**src/rtl/msk_dds_pkg.sv**
```systemverilog
// Shared constants and state encoding for the MSK DDS configuration path.
// Used by the controller, the symbol timer and the DDS wrapper.
package msk_dds_pkg;

   localparam int unsigned DDS_W  = 28;
   localparam int unsigned ADDR_W = 5;
   localparam int unsigned CNT_W  = 16;

   localparam logic [DDS_W-1:0]  DEF_PINC      = 28'd2684354;
   localparam logic [DDS_W-1:0]  DEF_PHASE_PI  = 28'd134217728;
   localparam logic [ADDR_W-1:0] DEF_ADDR_PINC = 5'd0;
   localparam logic [ADDR_W-1:0] DEF_ADDR_POFF = 5'd16;

   typedef enum logic [1:0] {
      INIT    = 2'd0,
      IDLE    = 2'd1,
      WR_SYM  = 2'd2,
      WR_FREQ = 2'd3
   } dds_state_e;

   // A symbol bit selects either zero phase offset or pi.
   function automatic logic [DDS_W-1:0] phase_sel(input logic          bit_v,
                                                  input logic [DDS_W-1:0] pi_word);
      return bit_v ? pi_word : '0;
   endfunction

endpackage

```
**src/rtl/msk_sym_timer.sv**
```systemverilog
// Symbol slot counter: reloads on each accepted symbol, counts down to zero,
// and flags a single underrun when an armed slot expires with nothing offered.
module msk_sym_timer
   import msk_dds_pkg::*;
#(
   parameter int unsigned SYM_CYCLES = 16
) (
   input  logic clk,
   input  logic rst_n,
   input  logic load,
   input  logic in_idle,
   input  logic sym_valid,
   output logic cnt_zero_nxt,
   output logic underrun
);

   logic [CNT_W-1:0] cnt;
   logic [CNT_W-1:0] cnt_nxt;
   logic             armed;
   logic             flagged;
   logic             expire;

   always_comb begin
      cnt_nxt = cnt;
      if (load)
         cnt_nxt = CNT_W'(SYM_CYCLES - 1);
      else if (cnt != '0)
         cnt_nxt = cnt - 1'b1;
   end

   assign cnt_zero_nxt = (cnt_nxt == '0);

   // armed stays low until the first symbol, so a fresh reset never underruns.
   assign expire = in_idle && (cnt == '0) && !sym_valid && armed && !flagged;

   always_ff @(posedge clk or negedge rst_n) begin
      if (!rst_n) begin
         cnt      <= '0;
         armed    <= 1'b0;
         flagged  <= 1'b0;
         underrun <= 1'b0;
      end else begin
         cnt      <= cnt_nxt;
         underrun <= expire;
         if (load) begin
            armed   <= 1'b1;
            flagged <= 1'b0;
         end else if (expire) begin
            flagged <= 1'b1;
         end
      end
   end

endmodule

```
**src/rtl/msk_dds_ctrl.sv**
```systemverilog
// MSK DDS configuration controller: programs the phase increment at start-up
// and on request, and writes per-symbol phase offsets to the sine/cosine cores.
module msk_dds_ctrl
   import msk_dds_pkg::*;
#(
   parameter logic [DDS_W-1:0]  PINC_DEFAULT = DEF_PINC,
   parameter logic [DDS_W-1:0]  PHASE_PI     = DEF_PHASE_PI,
   parameter int unsigned       SYM_CYCLES   = 16,
   parameter logic [ADDR_W-1:0] ADDR_PINC    = DEF_ADDR_PINC,
   parameter logic [ADDR_W-1:0] ADDR_POFF    = DEF_ADDR_POFF
) (
   input  logic              clk,
   input  logic              reset,
   input  logic              sym_valid,
   input  logic              sym_i,
   input  logic              sym_q,
   output logic              sym_ready,
   input  logic              freq_req,
   input  logic [DDS_W-1:0]  freq_word,
   output logic              freq_ack,
   output logic [ADDR_W-1:0] dds_addr,
   output logic [DDS_W-1:0]  dds_data_sin,
   output logic [DDS_W-1:0]  dds_data_cos,
   output logic              dds_we,
   output logic              underrun
);

   dds_state_e        state;
   dds_state_e        state_nxt;
   logic              hs;
   logic              cnt_zero_nxt;
   logic              sym_i_q;
   logic              sym_q_q;
   logic              we_nxt;
   logic              ack_nxt;
   logic              ready_nxt;
   logic [ADDR_W-1:0] addr_nxt;
   logic [DDS_W-1:0]  sin_nxt;
   logic [DDS_W-1:0]  cos_nxt;

   assign hs = sym_valid && sym_ready;

   msk_sym_timer #(
      .SYM_CYCLES (SYM_CYCLES)
   ) u_timer (
      .clk          (clk),
      .rst_n        (reset),
      .load         (hs),
      .in_idle      (state == IDLE),
      .sym_valid    (sym_valid),
      .cnt_zero_nxt (cnt_zero_nxt),
      .underrun     (underrun)
   );

   always_ff @(posedge clk or negedge reset) begin
      if (!reset)
         state <= INIT;
      else
         state <= state_nxt;
   end

   always_comb begin
      state_nxt = state;
      case (state)
         INIT:    state_nxt = IDLE;
         IDLE:    if (hs)            state_nxt = WR_SYM;
                  else if (freq_req) state_nxt = WR_FREQ;
         WR_SYM:  state_nxt = freq_req ? WR_FREQ : IDLE;
         WR_FREQ: state_nxt = IDLE;
         default: state_nxt = INIT;
      endcase
   end

   // Write registers decode the current state, so each write is visible the
   // cycle after its state; sym_ready looks ahead so slots stay SYM_CYCLES long.
   always_comb begin
      we_nxt    = 1'b0;
      ack_nxt   = 1'b0;
      addr_nxt  = dds_addr;
      sin_nxt   = dds_data_sin;
      cos_nxt   = dds_data_cos;
      ready_nxt = (state != INIT) && (state_nxt == IDLE) && cnt_zero_nxt;
      case (state)
         INIT: begin
            we_nxt   = 1'b1;
            addr_nxt = ADDR_PINC;
            sin_nxt  = PINC_DEFAULT;
            cos_nxt  = PINC_DEFAULT;
         end
         WR_SYM: begin
            we_nxt   = 1'b1;
            addr_nxt = ADDR_POFF;
            sin_nxt  = phase_sel(sym_i_q, PHASE_PI);
            cos_nxt  = phase_sel(sym_q_q, PHASE_PI);
         end
         WR_FREQ: begin
            we_nxt   = 1'b1;
            ack_nxt  = 1'b1;
            addr_nxt = ADDR_PINC;
            sin_nxt  = freq_word;
            cos_nxt  = freq_word;
         end
         default: ;
      endcase
   end

   always_ff @(posedge clk or negedge reset) begin
      if (!reset) begin
         dds_we       <= 1'b0;
         freq_ack     <= 1'b0;
         sym_ready    <= 1'b0;
         dds_addr     <= ADDR_PINC;
         dds_data_sin <= PINC_DEFAULT;
         dds_data_cos <= PINC_DEFAULT;
         sym_i_q      <= 1'b0;
         sym_q_q      <= 1'b0;
      end else begin
         dds_we       <= we_nxt;
         freq_ack     <= ack_nxt;
         sym_ready    <= ready_nxt;
         dds_addr     <= addr_nxt;
         dds_data_sin <= sin_nxt;
         dds_data_cos <= cos_nxt;
         if (hs) begin
            sym_i_q <= sym_i;
            sym_q_q <= sym_q;
         end
      end
   end

endmodule

```
**config.mk**
```make
export PLATFORM = sky130hd
export DESIGN_NAME = msk_dds_ctrl
export DESIGN_NICKNAME = d
export VERILOG_FILES = /design/src/rtl/msk_dds_pkg.sv /design/src/rtl/msk_sym_timer.sv /design/src/rtl/msk_dds_ctrl.sv
export SDC_FILE = /design/constraint.sdc
export NUM_CORES = 1
export LEC_CHECK = 0
export ABC_AREA = 1
export BUFFER_PORTS_ARGS = -buffer_cell sky130_fd_sc_hd__buf_2
export CORE_UTILIZATION = 45
export DETAILED_ROUTE_END_ITERATION = 10
export GPL_ROUTABILITY_DRIVEN = 0
export GPL_TIMING_DRIVEN = 0
export PLACE_DENSITY = 0.76
export SLEW_MARGIN = 40
export SYNTH_ARGS = -nofsm -noshare
export SYNTH_HDL_FRONTEND = slang
export SYNTH_SLANG_ARGS = --single-unit
```
**constraint.sdc**
```tcl
create_clock -name clk -period 1.8 [get_ports clk]
set_clock_uncertainty 0.2 [all_clocks]
set_input_delay 0.27 -clock clk [delete_from_list [all_inputs] [get_ports clk]]
set_output_delay 0.27 -clock clk [all_outputs]
set_load 0.02 [all_outputs]
```
==> run metrics <==
status=complete, but fails checks; failing checks=negative setup slack; initial antenna violation count=0; R2R Path Start=u_timer.cnt[0]; arrival time at the worst endpoint=slightly below 2 ns; IO Pins=about 100; CTS tree=built; GR Overflow Total=0; DRT antenna net count=0; Peak Freq=521 MHz; global-route wire length before repair=10.8 mm; Tightest Pin Transition=about 0.7 ns; Starting DRT DRC Count=85; hold slack=~0.01 ns; max-slew violations=0; Net Sw Power=3410 uW; RSZ-0062 raised after global routing=yes; synth warn=0; clock sinks=56; Layout fillers=467; clock power share=a little under a tenth; vias per std cell=roughly 4.9; CTS Buf Count=5; chip width=between 80 and 90 um; drt drc=0; Cells after Synth=334; vias in the first global route=between 2k and 2.5k; Cell variety after synth=26; final number of hold-violating endpoints=0; VDD IR max=approximately 1.1 mV; register share of total power=32.7%; Rel. slew slack=a little over half; P_int=~4000 uW; Routed WL=around 7.4 mm; Die H=between 80 and 90 um; input/output buffers=94; CP required=about 1.8 ns; R2R Setup Slk=-0.12 ns; HPWL Detailed=4.79 mm; Post-synth EDFFs=0; CP Capture Type=flop; Ant. Diodes=0; Hold Crit Depth=2; clock latency on the worst-skew pair=between 0.3 and 0.4 ns; Synth Register Bits=56; PwrDens=1790 mW/mm^2; WL per Instance=about 13 um; Comb pwr share=roughly 58%; vias=roughly 2.7k; total power=about 7400 uW; Pleak=0.00229 uW; Final WS setup=-0.120 ns; Mapped Area=between 0.002 and 0.003 mm^2; max-capacitance violation count=0; worst-path maximum fanout=6; ys flop type=dfrtp_1; CP startpoint kind=flop; share of cells above drive strength 1=approximately 45%; crit path time final=around 1.9 ns; Clock Path Buffers=2; Largest Register=dds_data_sin; Reg-to-Reg End=sym_ready; worst reg2reg path depth=11; fraction of power spent switching nets=46.0%; largest net degree at the start of global routing=57; Cell Rows=28; Post-Route Utilization=68.5%; Layout area overhead=43.5%; clock transition at the registers of the reported paths=~0.1 ns; Mean Syn Cell Area=about 8.7 um^2; CTS root buffer=clkbuf_8; max reg flops=28; WHS Endpoint=dds_data_sin[9]; Top Registers=dds_data_sin x28, u_timer.cnt x16, state x2; WS Path Type=reg2reg; H-Tree Depth=2; Async SR Flop Fraction=100%; 1st-pass router iterations=5; Seq/Total Area, Yosys=slightly below 50%; die area=0.00675 mm^2; Worst Hold Launch=freq_word[9]; Initial Util=47.7%; Nets=521; core area=a little over 0.006 mm^2; Final Cycle Share=107%; Worst Hold Class=in2reg; All-Layer GR Usage=about a fifth; # setup viols final=1
cell type report:
type	count	area [um^2]	share of cell area (%)
well taps	75	93.8	2.26
plain buffers	40	295	7.12
inverters	34	130	3.14
flip-flops and latches	56	1420	34.2
repair buffers	136	888	21.4
multi-input cells	207	1230	29.6
clock buffers	7	86.3	2.08
clock inverters	1	7.51	0.181
cells by family after synthesis:
logic type / count (synthesis) / synth area share [%]
other cells: 1 / 0.130
compound gates: 26 / 6.66
flops: 56 / 48.9
mux: 3 / 1.17
fa+ha+maj: 7 / 3.03
simple gates: 163 / 24.9
xor+xnor: 4 / 1.21
buf+inv: 74 / 13.9
what timing repair did:
item                       4_1_cts  5_1_grt
hold endpoints to repair        72        0
gates cloned                     0        1
hold buffers                    28        0
setup buffers                    7        6
setup endpoints to repair       21       21
resized for setup               28       31
pin swaps                        7       14
cell usage in the layout, fill, tap and decap left out, types with 4 or more instances in the layout:
cell type and instances:
clkbuf_2 4, dlygate4sd3_1 28, nand2_2 7, nand2_1 73, buf_2 94, dfstp_2 11, nor2_2 12, clkbuf_8 6
inv_1 31, dfrtp_1 43, buf_4 46, nor2_4 7, nor2_1 25, a22o_1 16, nand3_2 9, conb_1 4
nand3_1 24, o21ai_0 4, a21oi_1 4
synth_stat cells (5+ instances only):
library cell  count  area, um^2
a22o_1           16         140
buf_4            31         233
clkbuf_1          7        26.3
dfrtp_1          45        1130
dfstp_2          11         289
ha_1              7        87.6
inv_1            34         128
nand2_1          78         293
nand3_1          32         160
nor2_1           36         135
o21ai_0           5        25.0
layer usage:
layer	share of wire, %	track usage, %	vias up
met5	0	0	-
met4	1.5	5.61	0
met3	6.2	4.07	12
met2	52	39.0	108
met1	41	24.5	1267
li1	-	-	1317
critical path, cell delays in order (launching register included):
cell     delay, ns
dfrtp_1       0.42
inv_4         0.12
ha_4          0.16
nand2_4       0.05
nor2_4        0.15
nand2_4       0.10
buf_8         0.15
nand3_2       0.08
nand2_1       0.08
nor2_2        0.15
nand2_1       0.09
nor2_1        0.11
worst max path at each step:
stage | startpoint | endpoint | slack, ns | depth (start not counted)
2_1_floorplan | state[1] | dds_data_sin[11] | 0.1 | 5
3_3_place_gp | state[1] | dds_data_sin[4] | -0.22 | 5
3_5_place_dp | state[1] | dds_data_sin[14] | -0.28 | 6
4_1_cts | u_timer.cnt[0] | sym_ready | -0.0009 | 11
5_1_grt | u_timer.cnt[0] | sym_ready | -0.20 | 12
6_report | u_timer.cnt[0] | sym_ready | -0.12 | 11
power groups by stage:
stage	Clock, uW	Combinational, uW	Sequential, uW
2_1_floorplan	0	2350	2770
3_3_place_gp	0	3720	2380
3_5_place_dp	0	3800	2420
4_1_cts	729	4060	2400
5_1_grt	772	4710	2490
6_report	709	4280	2430
per-stage QoR:
step	area (um^2)	instances	worst slack, ns	TNS [ns]
after floorplan	2900	337	0.0957	0
after detailed placement	3470	506	-0.282	-5.34
after global placement	3470	506	-0.219	-4.32
after global routing	4150	556	-0.201	-0.201
after CTS	3980	549	-0.000885	-0.000885
final	4150	556	-0.120	-0.120
Power figures use the tool's default switching activity.
